==> src/rtl/pmem_arbiter.sv <==
// rtl/pmem_arbiter.sv - round-robin arbiter sharing one line-wide memory port between icache and dcache
// Grant is held from strobe until pmem_resp, followed by one RELEASE recovery cycle.
module pmem_arbiter #(
  parameter int ADDR_W = 16,
  parameter int LINE_W = 128
) (
  input  logic              clk,
  input  logic              rst_n,
  input  logic              i_read,
  input  logic [ADDR_W-1:0] i_address,
  output logic              i_resp,
  output logic [LINE_W-1:0] i_rdata,
  input  logic              d_read,
  input  logic              d_write,
  input  logic [ADDR_W-1:0] d_address,
  input  logic [LINE_W-1:0] d_wdata,
  output logic              d_resp,
  output logic [LINE_W-1:0] d_rdata,
  output logic              pmem_read,
  output logic              pmem_write,
  output logic [ADDR_W-1:0] pmem_address,
  output logic [LINE_W-1:0] pmem_wdata,
  input  logic              pmem_resp,
  input  logic [LINE_W-1:0] pmem_rdata,
  output logic              busy,
  output logic [1:0]        grant
);

  typedef enum logic [1:0] {IDLE, SERVE, RELEASE} state_t;

  state_t            state_q, state_d;
  logic              last_d_q, last_d_d;
  logic [1:0]        grant_q, grant_d;
  logic              pmem_read_q, pmem_read_d;
  logic              pmem_write_q, pmem_write_d;
  logic [ADDR_W-1:0] pmem_address_q, pmem_address_d;
  logic [LINE_W-1:0] pmem_wdata_q, pmem_wdata_d;

  logic i_req, d_req, pick_d;

  assign i_req  = i_read;
  assign d_req  = d_read | d_write;
  // dcache wins when alone, or on a tie when icache owned the port last
  assign pick_d = d_req & (~i_req | ~last_d_q);

  always_ff @(posedge clk or negedge rst_n) begin
    if (!rst_n) begin
      state_q        <= IDLE;
      last_d_q       <= 1'b1;
      grant_q        <= 2'b00;
      pmem_read_q    <= 1'b0;
      pmem_write_q   <= 1'b0;
      pmem_address_q <= '0;
      pmem_wdata_q   <= '0;
    end else begin
      state_q        <= state_d;
      last_d_q       <= last_d_d;
      grant_q        <= grant_d;
      pmem_read_q    <= pmem_read_d;
      pmem_write_q   <= pmem_write_d;
      pmem_address_q <= pmem_address_d;
      pmem_wdata_q   <= pmem_wdata_d;
    end
  end

  always_comb begin
    state_d        = state_q;
    last_d_d       = last_d_q;
    grant_d        = grant_q;
    pmem_read_d    = pmem_read_q;
    pmem_write_d   = pmem_write_q;
    pmem_address_d = pmem_address_q;
    pmem_wdata_d   = pmem_wdata_q;
    case (state_q)
      IDLE: begin
        if (i_req | d_req) begin
          state_d = SERVE;
          if (pick_d) begin
            grant_d        = 2'b10;
            pmem_read_d    = ~d_write;
            pmem_write_d   = d_write;
            pmem_address_d = d_address;
            pmem_wdata_d   = d_wdata;
          end else begin
            grant_d        = 2'b01;
            pmem_read_d    = 1'b1;
            pmem_write_d   = 1'b0;
            pmem_address_d = i_address;
            pmem_wdata_d   = '0;
          end
        end
      end
      SERVE: begin
        if (pmem_resp) begin
          state_d      = RELEASE;
          last_d_d     = grant_q[1];
          grant_d      = 2'b00;
          pmem_read_d  = 1'b0;
          pmem_write_d = 1'b0;
        end
      end
      RELEASE: state_d = IDLE;
      default: state_d = IDLE;
    endcase
  end

  assign i_resp       = (state_q == SERVE) & pmem_resp & grant_q[0];
  assign d_resp       = (state_q == SERVE) & pmem_resp & grant_q[1];
  assign i_rdata      = pmem_rdata;
  assign d_rdata      = pmem_rdata;
  assign pmem_read    = pmem_read_q;
  assign pmem_write   = pmem_write_q;
  assign pmem_address = pmem_address_q;
  assign pmem_wdata   = pmem_wdata_q;
  assign busy         = (state_q != IDLE);
  assign grant        = grant_q;

endmodule
==> config.mk <==
export PLATFORM = sky130hd
export DESIGN_NAME = pmem_arbiter
export DESIGN_NICKNAME = d
export VERILOG_FILES = /design/src/rtl/pmem_arbiter.sv
export SDC_FILE = /design/constraint.sdc
export NUM_CORES = 1
export LEC_CHECK = 0
export BUFFER_PORTS_ARGS = -buffer_cell sky130_fd_sc_hd__buf_2
export CAP_MARGIN = 25
export CORE_AREA = 3 3 274 276
export CTS_CLUSTER_DIAMETER = 30
export CTS_CLUSTER_SIZE = 12
export DETAILED_ROUTE_END_ITERATION = 6
export DIE_AREA = 0 0 277 279
export GPL_TIMING_DRIVEN = 1
export PLACE_DENSITY = 0.31
export SYNTH_ARGS = -nofsm -noshare
export SYNTH_HDL_FRONTEND = slang
export SYNTH_SLANG_ARGS = --single-unit
==> constraint.sdc <==
create_clock -name clk -period 2.5 [get_ports clk]
set_clock_uncertainty 0.2 [all_clocks]
set_input_delay 0.125 -clock clk [delete_from_list [all_inputs] [get_ports clk]]
set_output_delay 0.125 -clock clk [all_outputs]
set_load 0.05 [all_outputs]
==> metrics.txt <==
status=finished clean; #FFs+latches synth=151; routed vias/inst=2.93; chip width=277 um; clock transition at the registers of the reported paths=70 ps; slew margin rel.=45.1%; crit path buf inv count=1; clock sinks=151; vias in the first global route=5845; clock latency on the worst-skew pair=460 ps; syn nets=913; nets=1145; routed vias=5347; measured slew at the worst slew-check pin=823 ps; Root Buffer=clkbuf_16; global-route wire length before repair=36500 um; Crit path largest cell delay=590 ps; final RePlAce weighted congestion=0.716; sequential share of power=28.0%; Setup Crit Path Kind=register to register; RSZ-0062 raised after global routing=no; maximum clock frequency=415 MHz; pwr dens=1390 nW/um^2; HP Class=input port to output pin; initial antenna violation count=0; count of final setup violators=0; Routed wire per std cell=13.6 um; Final Hold Viols=0; die area=77300 sq um; WP data required=2640 ps; IO Pins=701; delay-heaviest family, CP=multiplexers; gr ovfl total=0; Area growth, synth to finish=42.3%; Site Rows=99; post-synthesis cell type count=22; yosys warns=0; # DRC=0; switching part of the total=51.4%; Initial Util=10.3%; Finished Core Util=14.7%; critical path arrival=2550 ps; Core Region=72800 sq um; CTS-repair resized insts=0; Die Span Y=279 um; Mapped Area=7510 sq um; Psw=7.61 mW; FILL cells=8160; Antenna diodes=0; post-DP HPWL=17400 um; H-tree levels=4; Initial DRT Pass Iterations=4; fin. max-slew vios=0; Comb pwr share=54.5%; Crit. End Element=register; worst-path fanout max=17; clock power share=17.4%; Post-Synthesis Cells=619; commonest non-fill, non-tap cell in the layout=buf_2; cells along the critical path=o2bb2ai_4 > mux2_2 > dlygate4sd3_1 > mux2_2; Final Cycle Share=96.4%; setup TNS=0 ps; # Max-Cap Violations=0; internal cell power=7.20 mW; Mapped Avg Cell Area=12.1 sq um; most frequent CP cell=mux2_2; Final Critical Period=2410 ps; post-synthesis sequential area ratio=50.3%; port bufs=316; most frequent cells in the layout=315 x buf_2, 167 x dlygate4sd3_1, 150 x dfrtp_1; DRT antenna net count=0; share of layout cells above drive strength 1=45.6%; overall routing resource usage=6.39%; CTS Buf Count=17; startpoint type of the worst setup path=register; final WL=24800 um; CP max-delay cell=dfstp_2; pin count of the biggest net entering global routing=82; P_leak=5.01 nW; VDD IR-drop max=0.000632 V; DR iter-0 viols=123; clock tree buffer depth=2; CTS tree=built
==> repair_timing <==
item	4_1_cts	5_1_grt
setup buffers	0	3
endpoints found under the hold margin	301	0
setup endpoints to repair	0	3
hold buffers	168	0
==> Yosys cell counts, drive strengths merged <==
cell | n | share of area [%]
clkbuf | 2 | 0.10
and2 | 2 | 0.17
mux2i | 1 | 0.13
dfstp | 1 | 0.35
nand3b | 1 | 0.10
nor3 | 1 | 0.13
a22o | 128 | 15
buf | 285 | 28
o2bb2ai | 1 | 0.37
inv | 3 | 0.15
a21boi | 1 | 0.10
o21ai | 1 | 0.067
a31o | 1 | 0.12
a21o | 1 | 0.10
nand2b | 1 | 0.083
dfrtp | 150 | 50
nor2 | 3 | 0.15
mux2 | 34 | 5.1
o31ai | 1 | 0.17
nand2 | 1 | 0.050
==> kinds of logic after synthesis <==
logic type,Yosys count,share of synthesized area [%]
buffers and inverters,290,28.0
muxes,35,5.23
DFF,151,50.3
and+or+nand+nor,9,0.683
AOI/OAI and AO/OA,134,15.8
==> final timing paths <==
path,depth (start not counted),endpoint,slack (ps),start
worst max-delay path,4,pmem_address[6],90,last_d_q
worst min-delay path,0,d_rdata[115],50,pmem_rdata[115]
worst max register to register,4,pmem_address[6],90,last_d_q
worst min register to register,1,pmem_wdata[108],300,pmem_wdata[108]
max in group asynchronous,3,pmem_wdata[46],1740,rst_n
min in group asynchronous,2,last_d_q,70,rst_n
==> metal layers <==
layer | track usage [%] | share of wire [%]
met1 | 6.21 | 36
met2 | 10.3 | 47
met3 | 3.45 | 11
met4 | 4.75 | 6.0
met5 | 0 | 0
==> registers in the layout, summed over array words and instances, names as in the netlist <==
register      cells
pmem_wdata      128
pmem_address     16
grant             2
state_q           2
last_d_q          1
pmem_read         1
pmem_write        1
==> stage by stage <==
step	instance area (sq um)	power, mW	hold WS (ps)	cells	worst slack (ps)
floorplan	7510	11.0	-371	619	686
global placement	8400	12.1	-63.6	1620	334
detailed placement	8400	12.1	-65.5	1620	310
CTS	10700	15.1	11.8	1820	31.3
global route	10700	15.6	50.1	1823	32.4
finish	10700	14.8	50.0	1823	90.6
==> final cells by class <==
cell class                 count  area [sq um]  share of cell area [%]
multi-input combinational    178          1650                    15.4
sequential                   151          3780                    35.3
timing repair buffer         500          3480                    32.6
clock inverter                14           144                    1.35
inverter                       3          11.3                   0.105
clock buffer                  18           429                    4.01
tap                          959          1200                    11.2
==> power by group through the flow <==
stage	registers (mW)	logic (mW)	clock network, mW
3_3_place_gp	4.19	7.90	0
4_1_cts	4.17	8.17	2.79
6_report	4.15	8.08	2.58
2_1_floorplan	7.84	3.17	0
3_5_place_dp	4.17	7.91	0
5_1_grt	4.29	8.50	2.84
Power figures use the tool's default switching activity.
